## src/rtl/rs232_pkg.sv

```systemverilog
// Shared definitions for the RS-232 receiver/transmitter pair: baud divider
// computation, FIFO sizing and the receiver state encoding.
package rs232_pkg;

  localparam int FIFO_DEPTH     = 4;
  localparam int FIFO_PTR_W     = $clog2(FIFO_DEPTH);
  localparam int FIFO_CNT_W     = FIFO_PTR_W + 1;
  localparam int MIN_BAUD_COUNT = 4;

  typedef enum logic [2:0] {
    IDLE,
    START,
    DATA,
    STOP,
    WAIT_IDLE
  } rx_state_t;

  // Clocks per bit, rounded to nearest; very fast baud rates are clamped so
  // the half-bit start delay never collapses to zero.
  function automatic int baud_count(input real clock_freq, input real baud_rate);
    int cnt;
    cnt = $rtoi(clock_freq / baud_rate + 0.5);
    return (cnt < MIN_BAUD_COUNT) ? MIN_BAUD_COUNT : cnt;
  endfunction

endpackage

```

## src/rtl/axis_fifo4.sv

```systemverilog
// Four-entry byte FIFO with simultaneous push/pop, head-of-queue read port
// and a one-cycle overrun pulse when a push finds no room.
module axis_fifo4
  import rs232_pkg::*;
(
  input  logic                  clock,
  input  logic                  reset,
  input  logic [7:0]            wdata,
  input  logic                  push,
  input  logic                  pop,
  output logic [7:0]            rdata,
  output logic [FIFO_CNT_W-1:0] count,
  output logic [FIFO_CNT_W-1:0] count_nxt,
  output logic                  overrun
);

  localparam logic [FIFO_CNT_W-1:0] DEPTH_C = FIFO_CNT_W'(FIFO_DEPTH);

  logic [7:0]            mem [FIFO_DEPTH];
  logic [FIFO_PTR_W-1:0] wr_ptr;
  logic [FIFO_PTR_W-1:0] rd_ptr;
  logic                  do_pop;
  logic                  do_push;

  // A pop in the same cycle frees the slot the incoming byte needs when full.
  assign do_pop    = pop && (count != '0);
  assign do_push   = push && ((count < DEPTH_C) || do_pop);
  assign count_nxt = count + FIFO_CNT_W'(do_push) - FIFO_CNT_W'(do_pop);
  assign rdata     = mem[rd_ptr];

  always_ff @(posedge clock) begin
    if (reset) begin
      wr_ptr  <= '0;
      rd_ptr  <= '0;
      count   <= '0;
      overrun <= 1'b0;
    end else begin
      if (do_push) wr_ptr <= wr_ptr + 1'b1;
      if (do_pop)  rd_ptr <= rd_ptr + 1'b1;
      count   <= count_nxt;
      overrun <= push && !do_push;
    end
  end

  always_ff @(posedge clock) begin
    if (do_push) mem[wr_ptr] <= wdata;
  end

endmodule

```

## src/rtl/rs232_to_axis.sv

```systemverilog
// 8N1 serial receiver feeding a 4-byte AXI-stream FIFO, with RTS flow control
// and one-cycle frame-error / overrun pulses.
module rs232_to_axis
  import rs232_pkg::*;
#(
  parameter real CLOCK_FREQ = 133000000.0,
  parameter real BAUD_RATE  = 115200.0
) (
  input  logic       clock,
  input  logic       reset,
  input  logic       rxd_pin,
  output logic       rtsn_pin,
  output logic [7:0] odata,
  output logic       ovalid,
  input  logic       oready,
  output logic       frame_error,
  output logic       overrun
);

  localparam int BAUD_COUNT = baud_count(CLOCK_FREQ, BAUD_RATE);
  localparam int CNT_W      = $clog2(BAUD_COUNT);
  localparam logic [CNT_W-1:0] FULL_RELOAD = CNT_W'(BAUD_COUNT - 1);
  localparam logic [CNT_W-1:0] HALF_RELOAD = CNT_W'(BAUD_COUNT / 2 - 1);
  localparam logic [FIFO_CNT_W-1:0] RTS_LEVEL = FIFO_CNT_W'(2);

  logic                  rxd_p0;
  logic                  rxd_p1;
  logic                  rxd;
  rx_state_t             state;
  rx_state_t             state_nxt;
  logic [CNT_W-1:0]      baud_cnt;
  logic [CNT_W-1:0]      cnt_nxt;
  logic [2:0]            bit_idx;
  logic [2:0]            idx_nxt;
  logic [7:0]            shreg;
  logic [7:0]            shift_nxt;
  logic                  expired;
  logic                  push;
  logic                  fe_nxt;
  logic                  pop;
  logic [FIFO_CNT_W-1:0] count;
  logic [FIFO_CNT_W-1:0] count_nxt;

  assign rxd     = rxd_p1;
  assign expired = (baud_cnt == '0);
  assign ovalid  = (count != '0);
  assign pop     = ovalid && oready;

  always_comb begin
    state_nxt = state;
    cnt_nxt   = baud_cnt - 1'b1;
    idx_nxt   = bit_idx;
    shift_nxt = shreg;
    push      = 1'b0;
    fe_nxt    = 1'b0;
    unique case (state)
      IDLE: begin
        if (!rxd) begin
          state_nxt = START;
          cnt_nxt   = HALF_RELOAD;
        end
      end
      START: begin
        if (expired) begin
          if (rxd) begin
            state_nxt = IDLE;
          end else begin
            state_nxt = DATA;
            idx_nxt   = '0;
            cnt_nxt   = FULL_RELOAD;
          end
        end
      end
      DATA: begin
        if (expired) begin
          shift_nxt = {rxd, shreg[7:1]};
          cnt_nxt   = FULL_RELOAD;
          idx_nxt   = bit_idx + 1'b1;
          if (bit_idx == 3'd7) state_nxt = STOP;
        end
      end
      STOP: begin
        if (expired) begin
          cnt_nxt = FULL_RELOAD;
          if (rxd) begin
            push      = 1'b1;
            state_nxt = IDLE;
          end else begin
            fe_nxt    = 1'b1;
            state_nxt = WAIT_IDLE;
          end
        end
      end
      WAIT_IDLE: begin
        // A held break must not re-trigger until the line returns high.
        if (rxd) state_nxt = IDLE;
      end
      default: state_nxt = IDLE;
    endcase
  end

  // Stage p0/p1: input synchronizer and receiver control
  always_ff @(posedge clock) begin
    if (reset) begin
      rxd_p0      <= 1'b1;
      rxd_p1      <= 1'b1;
      state       <= IDLE;
      frame_error <= 1'b0;
      rtsn_pin    <= 1'b1;
    end else begin
      rxd_p0      <= rxd_pin;
      rxd_p1      <= rxd_p0;
      state       <= state_nxt;
      frame_error <= fe_nxt;
      rtsn_pin    <= (count_nxt >= RTS_LEVEL);
    end
  end

  always_ff @(posedge clock) begin
    baud_cnt <= cnt_nxt;
    bit_idx  <= idx_nxt;
    shreg    <= shift_nxt;
  end

  axis_fifo4 u_fifo (
    .clock     (clock),
    .reset     (reset),
    .wdata     (shreg),
    .push      (push),
    .pop       (pop),
    .rdata     (odata),
    .count     (count),
    .count_nxt (count_nxt),
    .overrun   (overrun)
  );

endmodule
```

## config.mk

```make
export PLATFORM = sky130hd
export DESIGN_NAME = rs232_to_axis
export DESIGN_NICKNAME = d
export VERILOG_FILES = /design/src/rtl/rs232_pkg.sv /design/src/rtl/axis_fifo4.sv /design/src/rtl/rs232_to_axis.sv
export SDC_FILE = /design/constraint.sdc
export NUM_CORES = 1
export LEC_CHECK = 0
export CORE_UTILIZATION = 40
export DETAILED_ROUTE_END_ITERATION = 6
export SKIP_CTS_REPAIR_TIMING = 1
export SLEW_MARGIN = 20
export SYNTH_ARGS = -nofsm -noshare
export SYNTH_HDL_FRONTEND = slang
export SYNTH_HIERARCHICAL = 1
export SYNTH_SLANG_ARGS = --single-unit
```

## constraint.sdc

```tcl
create_clock -name clock -period 3.9 [get_ports clock]
set_input_delay 0.585 -clock clock [delete_from_list [all_inputs] [get_ports clock]]
set_output_delay 0.585 -clock clock [all_outputs]
set_load 0.02 [all_outputs]
```

Word-level counts from Yosys, hierarchy flattened
Memories as Yosys holds them, arrays and structs flattened. A register that Yosys moved wholly into a read port is not among the register bits.
Index checks and enable logic that the tools add are counted.
- equal/unequal tests: 12
- bitwise gates (word level): 2
- reduce and logical (&&, ||, !) cells: 15
- mux-type cells: 26
- $lt $le $gt $ge: 2
- multipliers: 0
- $add $sub $neg: 6
- shift-type cells: 0
- div/mod/pow operators: 0
- operators with widths (kind ; count):
    2-to-1 mux 11 bit ; 4
    case mux 11 bit (3 select lines) ; 1
    2-to-1 mux 3 bit ; 10
    case mux 3 bit (5 select lines) ; 1
    != test 2 bit (second input constant) ; 7
    logical NOT 11 bit ; 1
    subtractor 11 x 1 -> 11 bit (second input constant) ; 1
    equality test 3 x 2 -> 1 bit (second input constant) ; 2
    equality test 3 bit (second input constant) ; 2
    2-to-1 mux 1 bit ; 6
    2-to-1 mux 2 bit ; 3
    case mux 3 bit (2 select lines) ; 1
    AND reduction 6 bit ; 1
    adder 2 x 1 -> 2 bit (second input constant) ; 2
    logical AND 1 bit ; 4
    AND reduction 4 bit ; 1
    adder 3 x 1 -> 3 bit ; 1
    adder 3 x 1 -> 3 bit (second input constant) ; 1
    equality test 3 x 1 -> 1 bit (second input constant) ; 1
    >= comparator 3 x 2 -> 1 bit (second input constant) ; 1
    logical NOT 3 bit ; 1
    less-than comparator 3 bit (second input constant) ; 1
    nonzero test 3 bit ; 1
    OR reduction 3 bit ; 1
    other kinds (7) ; 8
- latch bits: 0
- bits of input ports: 4
- word-level logic and storage cells: 76
- ROM bits: 0
- flip-flop bits (word level): 37
- memories kept: 1
- output and inout bits: 12
- memory bits (writable): 32
- memory list (memory ; depth ; bits a word ; rd ports ; clocked after Yosys merged registers in ; write ports ; RTL line ; text):
    u_fifo.mem ; 4 ; 8 ; 1 ; 1 ; 1 ; axis_fifo4.sv:19 ; logic [7:0] mem [FIFO_DEPTH];

Logic depth before layout (Yosys ltp)
- depth in word-level cells: 8
- gate-level depth with buffers: 15
- depth with buffers taken out: 14

Hierarchy
The synthesis kept the hierarchy.
- modules (own cells, without submodules) (module ; area each (sq um) ; cells each ; sequential area each (sq um) ; instances):
    axis_fifo4 ; 1646.6 ; 92 ; 1161.1 ; 1
    rs232_to_axis ; 1211.2 ; 117 ; 690.7 ; 1

Worst setup path after synthesis
OpenSTA, ideal clock, no wires.
- path type: register to register
- from: reg baud_cnt[0]
- to: reg rtsn_pin
- buffers on the path: 1
- data required time: 3.773 ns
- arrival time: 3.710 ns
- period minus slack after synthesis: 3.837 ns
- library setup time: 0.127 ns
- path slack: 0.063 ns
- stages on the path, launching flop included: 16
- cell sequence: dfxtp_1 inv_1 ha_1 or4b_1 buf_2 or4b_4 or3_4 nor2_1 nand2_1 ha_1 inv_1 ha_1 fa_1 xor2_1 xnor2_1 or3_1
- longest elaborated chain between the ends: 7
- ends and longest elaborated chain (element ; RTL line ; text):
    from (decl) ; rs232_to_axis.sv:31 ; logic [CNT_W-1:0] baud_cnt;
    from (signal assigned) ; rs232_to_axis.sv:120 ; baud_cnt <= cnt_nxt;
    logical NOT 11 bit ; rs232_to_axis.sv:45 ; assign expired = (baud_cnt == '0);
    2-to-1 mux 1 bit ; rs232_to_axis.sv:83 ; if (expired) begin
    2-to-1 mux 1 bit ; rs232_to_axis.sv:56 ; unique case (state)
    net push ; rs232_to_axis.sv:38 ; logic push;
    logical AND 1 bit ; axis_fifo4.sv:27 ; assign do_push = push && ((count < DEPTH_C) || do_pop);
    adder 3 x 1 -> 3 bit ; axis_fifo4.sv:28 ; assign count_nxt = count + FIFO_CNT_W'(do_push) - FIFO_CNT_W'(do_pop);
    subtractor 3 x 1 -> 3 bit ; axis_fifo4.sv:28 ;
    net count_nxt[2] ; rs232_to_axis.sv:42 ; logic [FIFO_CNT_W-1:0] count_nxt;
    >= comparator 3 x 2 -> 1 bit ; rs232_to_axis.sv:115 ; rtsn_pin <= (count_nxt >= RTS_LEVEL);
    to (signal assigned) ; rs232_to_axis.sv:115 ;
    to (decl) ; rs232_to_axis.sv:12 ; output logic rtsn_pin,
The timed path passes the listed nets, and every way through them passes these cells.
A chain may end at the register's enable or synchronous reset.

Worst setup path after layout
Same ends and word-level chain as after synthesis.

==> impl_metrics.tcl <==
set metrics [dict create \
    antenna_found_initial 0 \
    dr_total_vias 1574 \
    io_pins 16 \
    vias_per_cell 4.770 \
    crit_type "reg -> reg" \
    start_kind "flip-flop" \
    hold_viol 0 \
    core_um2 6832 \
    wl_um 4384 \
    dieArea_um2 7487 \
    cp_max_fo 3 \
    nets 243 \
    timing.fmax_mhz 269.5 \
    finalCritPeriodShare 0.9513 \
    path_clk_slew_ps 80 \
    netlist_area_um2 2858 \
    diodes 0 \
    track_usage 0.1361 \
    final_max_slew_viol_count 0 \
    rows 30 \
    grt_max_degree 17 \
    cts_sinks 71 \
    yosysSeqAreaShare 0.6480 \
    ant_nets 0 \
    ys_ff_latch 71 \
    rsz0062_at_grt "false" \
    layout-drive-gt1-share 0.1581 \
    fill_cells 628 \
    fin_crit_ps 3710 \
    worstSkewPairLatency_ps 330 \
    dpl.hpwl_um 2936 \
    drv_cap 0 \
    worst_slack_ps 189.9 \
    arrival_ps 3930 \
    synth-warning-count 6 \
    total_power_mw 1.664 \
    async_flop_share 0 \
    synthFlopType "edfxtp_1" \
    seq_area_um2 1852 \
    ctsHtreeMaxLevel 3 \
    setup_viol 0 \
    ys_types 37 \
    avgSynthCellArea_um2 13.67 \
    drtIter0Drc 66 \
    dr.pass1.iters 5 \
    grt_pass1_wl_um 7424 \
    powerDensity_nw_per_um2 500.7 \
    synth-edff-count 43 \
    io_buffers 15 \
    vdd_drop_max_uv 253.4 \
    dieHeight_um 86.53 \
    dp_slack_ps 141.7 \
    drc_errors 0 \
    numCtsBuffers 9 \
    maxSlewHeadroom 0.5019 \
    hold_class "reg -> reg" \
    clock-root-buffer "clkbuf_8" \
    worstMarginPinSlew_ps 744.4 \
    cts_max_path_buffers 2 \
    area_growth_pct 16.33 \
    grt_pass1_vias 1556 \
    die_w_um 86.53 \
    critPathCaptureType "flip-flop" \
    syn_inst 209 \
    whs_ps 415.9 \
    initial_core_util 0.4183 \
    tns_ps 0 \
    syn_nets 223 \
    status "complete, no violations" \
    cts_tree "built" \
    grt_overflow 0 \
    routabilityCongestion 0.7684 \
    cp.required_ps 4120 \
    p_leak_nw 1.142 \
    final.setup_skew_ps 6.287 \
    multi_input_area_um2 930.9 \
    wl_per_cell_um 13.28 \
]
==> flip-flops by register name, indices dropped and copies added, names as in the netlist, 2 cells and up, named ones only <==
name	count
u_fifo/wr_ptr	2
shreg	8
state	3
u_fifo/rd_ptr	2
baud_cnt	11
u_fifo/mem	32
bit_idx	3
u_fifo/count	3
==> placed cells by master, fill, tap and decap left out, drive strengths merged, types with 6 or more instances in the layout <==
cell type      Yosys  final
a21oi             11     11
nor3               8      8
ha                 9      9
dfxtp             28     28
mux4               8      8
or3                6      6
clkbuf             6      9
nand2              7      7
inv               10     11
nor2              19     19
xnor2              8      8
clkdlybuf4s50      0     15
edfxtp            43     43
==> area by class of cell <==
type	instances	area share
repair buffers	17	0.04968
clock inverters	7	0.02860
well taps	96	0.03613
multi-input cells	120	0.2800
flip-flops and latches	71	0.5570
clock buffers	9	0.03726
inverters	10	0.01129
==> metal layers <==
metal / GRT usage / up-vias / part of all wire
met5: 0 / - / 0
met4: 0.06818 / 0 / 0.017
met2: 0.2201 / 27 / 0.47
met1: 0.1669 / 741 / 0.48
met3: 0.04000 / 6 / 0.032
li1: - / 800 / -
==> metrics by stage <==
step                      cells  area, um^2  utilization
final                       330        3324       0.4866
after detailed placement    314        3103       0.4542
after floorplan             209        2858            -
after global placement      314        3103       0.4542
after global routing        330        3324       0.4866
after CTS                   330        3322       0.4863
==> Yosys cell counts (all sizes together) (2+ instances only) <==
| cell | count | area share |
|---|---|---|
| nor4 | 5 | 0.011 |
| clkbuf | 6 | 0.0083 |
| and2 | 3 | 0.0066 |
| xnor2 | 8 | 0.027 |
| or4b | 2 | 0.0083 |
| xor2 | 3 | 0.0092 |
| a21oi | 11 | 0.019 |
| nand3 | 2 | 0.0035 |
| buf | 2 | 0.0057 |
| or2 | 4 | 0.0088 |
| dfxtp | 28 | 0.20 |
| edfxtp | 43 | 0.45 |
| mux4 | 8 | 0.063 |
| nor3 | 8 | 0.014 |
| o21ai | 3 | 0.0053 |
| nor2b | 4 | 0.0088 |
| or3 | 6 | 0.015 |
| nor2 | 19 | 0.025 |
| nand2b | 4 | 0.0088 |
| ha | 9 | 0.039 |
| nand2 | 7 | 0.0092 |
| inv | 10 | 0.013 |
| and3 | 5 | 0.011 |
==> kinds of logic after synthesis <==
| family | Yosys count | share of synthesized area |
|---|---|---|
| AND/OR/NAND/NOR | 71 | 0.1353 |
| flip-flops | 71 | 0.6480 |
| AO/OA/AOI/OAI | 19 | 0.04028 |
| buffers and inverters | 18 | 0.02714 |
| XOR/XNOR | 11 | 0.03634 |
| adder cells (fa/ha/maj) | 10 | 0.04641 |
| multiplexers | 9 | 0.06655 |
==> final timing paths <==
| check | start | end | slack [ps] | cells after the start |
|---|---|---|---|---|
| worst max-delay path | baud_cnt[0] | rtsn_pin | 190 | 14 |
| worst min-delay path | rxd_p0 | rxd | 420 | 1 |
| worst max register to register | baud_cnt[0] | rtsn_pin | 190 | 14 |
| worst min register to register | rxd_p0 | rxd | 420 | 1 |
==> power by group <==
group          switching [mW]  total [mW]  internal (mW)
Clock                   0.271       0.632          0.361
Sequential             0.0492       0.884          0.834
Combinational          0.0711       0.149         0.0783
Total                   0.391        1.66           1.27
==> critical path, cell delays in order (launching register included) <==
cell and delay [ps]:
dfxtp_1 320, inv_1 50, ha_1 170, or4b_1 490, or4b_4 550, or3_4 400
nor2_2 110, nand2_1 70, ha_1 270, inv_1 40, ha_1 180, fa_1 370
xor2_1 160, xnor2_1 140, or3_1 300
(Power assumes the default switching activity.)
==> RTL change 1 (same flow settings) <==
Set the package constant `FIFO_DEPTH` to 16 (it was 4).
--- a/src/rtl/rs232_pkg.sv
+++ b/src/rtl/rs232_pkg.sv
@@ -2,7 +2,7 @@
 // computation, FIFO sizing and the receiver state encoding.
 package rs232_pkg;
 
-  localparam int FIFO_DEPTH     = 4;
+  localparam int FIFO_DEPTH     = 16;
   localparam int FIFO_PTR_W     = $clog2(FIFO_DEPTH);
   localparam int FIFO_CNT_W     = FIFO_PTR_W + 1;
   localparam int MIN_BAUD_COUNT = 4;
Check against the original RTL: same outputs for any inputs over 10 cycles, from zero or initial values and one cycle with reset high; that may be too few to reach the edited logic, so the function may still have changed.
==> RTL change 1 against the original RTL <==
  * Area after synthesis is 150% higher
  * Sequential cell count increased by 104
  * Critical path depth is the same
  * Synthesized cell count rose by 100%
  * Worst setup slack improved by 260 ps
  * Final area grew 140%
  * Routed wire length increased to 2.8 times the old value
  * Total power rose to 2.8 times the old value
  * Critical path type unchanged
  * Critical endpoint unchanged
  * Largest power group unchanged
==> RTL change 1: results (changes against the original RTL) <==
run status: finished clean
share of post-route cells with drive strength above 1: 14.8% (-1.0 points)
post-synth cell types: 46 (+24%)
Top Registers: u_fifo/mem: 128 flops, baud_cnt: 11 flops, shreg: 8 flops
Clock Tree Root: clkbuf_16
First DRT Iteration DRCs: 350 (+430%)
fin cells: 685 (+110%)
sequential fraction of the synthesis area: 69.5% (+4.7 points)
Post-Synth Adder-Cell Area: 2.95% (-1.7 points)
clock-pin slew on the worst setup and hold paths: 60 ps (-20 ps)
Lkg Pwr: 0.00263 uW (+130%)
Routability Congestion: 0.764 (-0.53%)
Mapped Nets: 441 (+98%)
Layout Nets: 470 (+93%)
worst vdd ir: 0.406 mV (+60%)
Slew headroom: 47.5% (-2.7 points)
Mean Syn Cell Area: 16.7 sq um (+22%)
placed insts: 656 (+110%)
multiplexer share of the synthesized area: 10.8% (+4.2 points)
vias in the first global route: 3737 (+140%)
worst skew pair latency: 420 ps (+90 ps)
1st-pass router iterations: 4 (-1)
crit path DAT: 3760 ps (-170 ps)
Top reg by flops: u_fifo/mem
DP Worst Slack: 443 ps (+302 ps)
number of synthesized flops with an enable pin: 139 (+220%)
Vias/cell: 5.17 (+8.3%)
Total GRT Usage: 15.2% (+1.6 points)
routed len/inst: 18.1 um (+36%)
H-tree depth: 4 (+1)
Worst Clk Skew: 5.52 ps (-0.766 ps)
xor/xnor share of the synthesized area: 2.12% (-1.5 points)
==> RTL change 1: changes by cell type in the layout (fill, tap and decap cells not counted), moves of 11 or more <==
cell,before,now
edfxtp_1,43,139
nand2_1,7,22
mux4_2,8,24
clkbuf_16,0,17
a22oi_1,0,16
nor2_1,18,29
==> RTL change 1: path summary, 6_finish.rpt <==
check                            startpoint        to  slack (ps)  cells after the start
worst min-delay path                 rxd_p0       rxd         420                      1
worst max register to register  baud_cnt[2]  rtsn_pin         450                     14
worst max-delay path            baud_cnt[2]  rtsn_pin         450                     14
worst min register to register       rxd_p0       rxd         420                      1
==> RTL change 1: cell families after synthesis <==
logic type | count (synthesis)
flops | 175
buf+inv | 31
compound gates | 38
mux | 33
simple gates | 111
xor+xnor | 17
fa+ha+maj | 16
==> RTL change 1: metal layers <==
layer	wire length, um	global-route usage, %	vias to the layer above
li1	-	-	1670
met1	5440	19.2	1789
met2	6270	25.1	65
met3	499	3.94	16
met4	180	6.18	0
met5	0	0	-
==> RTL change 1: worst max-delay path: stages, from the launching register on <==
cell	delay (ps)
dfxtp_1	360
nor4_4	500
nand3_2	190
or3_4	400
nor2_1	130
nand2_1	210
ha_1	350
inv_1	40
ha_1	200
fa_1	420
a21oi_1	140
o21bai_1	90
xnor2_1	140
nor2_1	100
nand2_1	50
==> RTL change 1: power by group <==
group | switching [uW] | internal, uW | total, uW
Combinational | 486 | 508 | 994
Clock | 646 | 859 | 1510
Sequential | 90.3 | 2080 | 2170
==> RTL change 1: area by class of cell <==
cell class / count / area [sq um]
clock inverter: 8 / 70.1
fill: 1473 / 9270
multi-input combinational: 215 / 1980
timing repair buffer: 26 / 245
sequential: 175 / 4900
tap: 225 / 282
inverter: 15 / 56.3
clock buffer: 21 / 440
==> RTL change 2 (config.mk and constraints unchanged) <==
Made on the original files. Re-encode `rx_state_t` (5 states) as one-hot, 5 bits wide.
--- a/src/rtl/rs232_pkg.sv
+++ b/src/rtl/rs232_pkg.sv
@@ -7,12 +7,12 @@
   localparam int FIFO_CNT_W     = FIFO_PTR_W + 1;
   localparam int MIN_BAUD_COUNT = 4;
 
-  typedef enum logic [2:0] {
-    IDLE,
-    START,
-    DATA,
-    STOP,
-    WAIT_IDLE
+  typedef enum logic [4:0] {
+    IDLE      = 5'b00001,
+    START     = 5'b00010,
+    DATA      = 5'b00100,
+    STOP      = 5'b01000,
+    WAIT_IDLE = 5'b10000
   } rx_state_t;
 
   // Clocks per bit, rounded to nearest; very fast baud rates are clamped so
Function: no difference found for any inputs over 10 cycles, from zero or initial values and one cycle with reset high; not proved beyond that.
==> RTL change 2 against the original RTL <==
  * Fmax up 9.5%
  * Via count rose by 11%
  * Area after synthesis is 9.2% higher
  * Sequential cell count rose by 2
  * Total power is 12% higher
  * Final area rose by 7.3%
  * Sequential power increased by 5.1%
  * Worst setup slack gained 320 ps
  * Global-route usage hardly changed
  * Routed wire length increased by 12%
  * Synthesized cell count up 7.7%
  * Core utilization fell by 0.51 points
  * Largest cell class unchanged
==> RTL change 2: results (changes against the original RTL) <==
post-synth cell types: 48 (+30%)
share of post-route cells with drive strength above 1: 16.1% (+0.32 points)
vias in the first global route: 1754 (+13%)
Routed met1 length: 2.31 mm (+10%)
pin count of the biggest net entering global routing: 24 (+7)
clk pwr: 653 uW (+3.3%)
via count: 1740 (+11%)
Int Power: 1370 uW (+7.6%)
Mapped Nets: 240 (+7.6%)
Psw: 492 uW (+26%)
Max Freq: 295 MHz (+9.5%)
Worst Clk Skew: 10.4 ps (+4.07 ps)
maximum fanout along the worst path: 8 (+5)
worst vdd ir: 0.172 mV (-32%)
Post-synth top cells: 43 x edfxtp_1, 30 x dfxtp_1, 17 x nor2_1
sequential fraction of the synthesis area: 60.6% (-4.1 points)
initial antenna violation count: 0 (unchanged)
1st-pass router iterations: 4 (-1)
First DRT Iteration DRCs: 99 (+50%)
Worst-Margin Slew: 769 ps (+25.1 ps)
Top Metal Used: met4
met2 wire length: 2.37 mm (+14%)
Worst R2R Setup Slack: 510 ps (+320 ps)
routed len/inst: 14.1 um (+6.3%)
WL met3: 163 um (+16%)
Routability Congestion: 0.713 (-7.2%)
global-route wire length before repair: 8.40 mm (+13%)
Clock Tree Root: clkbuf_8
Total GRT Usage: 13.6% (-0.045 points)
Lkg Pwr: 0.00126 uW (+11%)
DP Worst Slack: 504 ps (+362 ps)
run status: finished clean
diode count: 0 (unchanged)
ranking of synthesized cells by area: edfxtp_1 41%, dfxtp_1 19%, mux4_2 5.8%
Post-DP HPWL: 3.18 mm (+8.5%)
R2R depth: 13 (-1)
Combinational Power Share: 15.0% (+6.0 points)
worst skew pair latency: 350 ps (+20 ps)
ys async rst share: 0% (unchanged)
Setup crit end: rtsn_pin
Filler cells: 661 (+5.3%)
R2R Path Start: baud_cnt[0]
Layout Nets: 258 (+6.2%)
-- RTL change 2: cell type report --
cell class              count  area (sq um)  area share, %
multi-input cells         131          1130           31.6
well taps                  99           124           3.47
clock buffers               9           124           3.47
flip-flops and latches     73          1890           53.0
repair buffers             15           150           4.21
clock inverters             7           100           2.81
inverters                  13          48.8           1.37
-- RTL change 2: worst min path at each step --
stage	start	to	slack, ps	cells after the start
floorplan	rxd_p0	rxd	390	1
global placement	rxd_p0	rxd	390	1
detailed placement	rxd_p0	rxd	400	1
CTS	rxd_p0	rxd	420	1
global route	rxd_p0	rxd	470	1
finish	rxd_p0	rxd	420	1
-- RTL change 2: cells by family (layout without fill, tap and decap cells) --
kind of cell,count (synthesis),in the layout,share of synthesized area [%]
buf+inv,21,44,3.17
mux,12,12,7.54
simple gates,66,66,13.5
fa+ha+maj,11,11,4.65
xor+xnor,14,14,4.17
flops,73,73,60.6
compound gates,28,28,6.34
-- RTL change 2: routing by layer --
| metal | GRT usage (%) | vias up |
|---|---|---|
| li1 | - | 857 |
| met2 | 21.2 | 37 |
| met3 | 4.55 | 6 |
| met1 | 17.3 | 840 |
| met5 | 0 | - |
| met4 | 5.65 | 0 |
-- RTL change 2: worst max-delay path: stages, from the launching register on --
cell	delay (ps)
dfxtp_1	330
inv_1	90
ha_1	150
nor4b_4	200
nand3_2	220
nor3_1	650
nand2_1	140
ha_1	310
inv_1	40
ha_1	180
fa_1	370
xor2_1	160
xnor2_1	140
or3_1	300
-- RTL change 2: metrics by stage --
step | std cells | area [sq um] | util, %
3_5_place_dp | 331 | 3340 | 45.1
2_1_floorplan | 225 | 3120 | -
4_1_cts | 347 | 3570 | 48.2
5_1_grt | 347 | 3570 | 48.2
3_3_place_gp | 331 | 3340 | 45.1
6_report | 347 | 3570 | 48.2
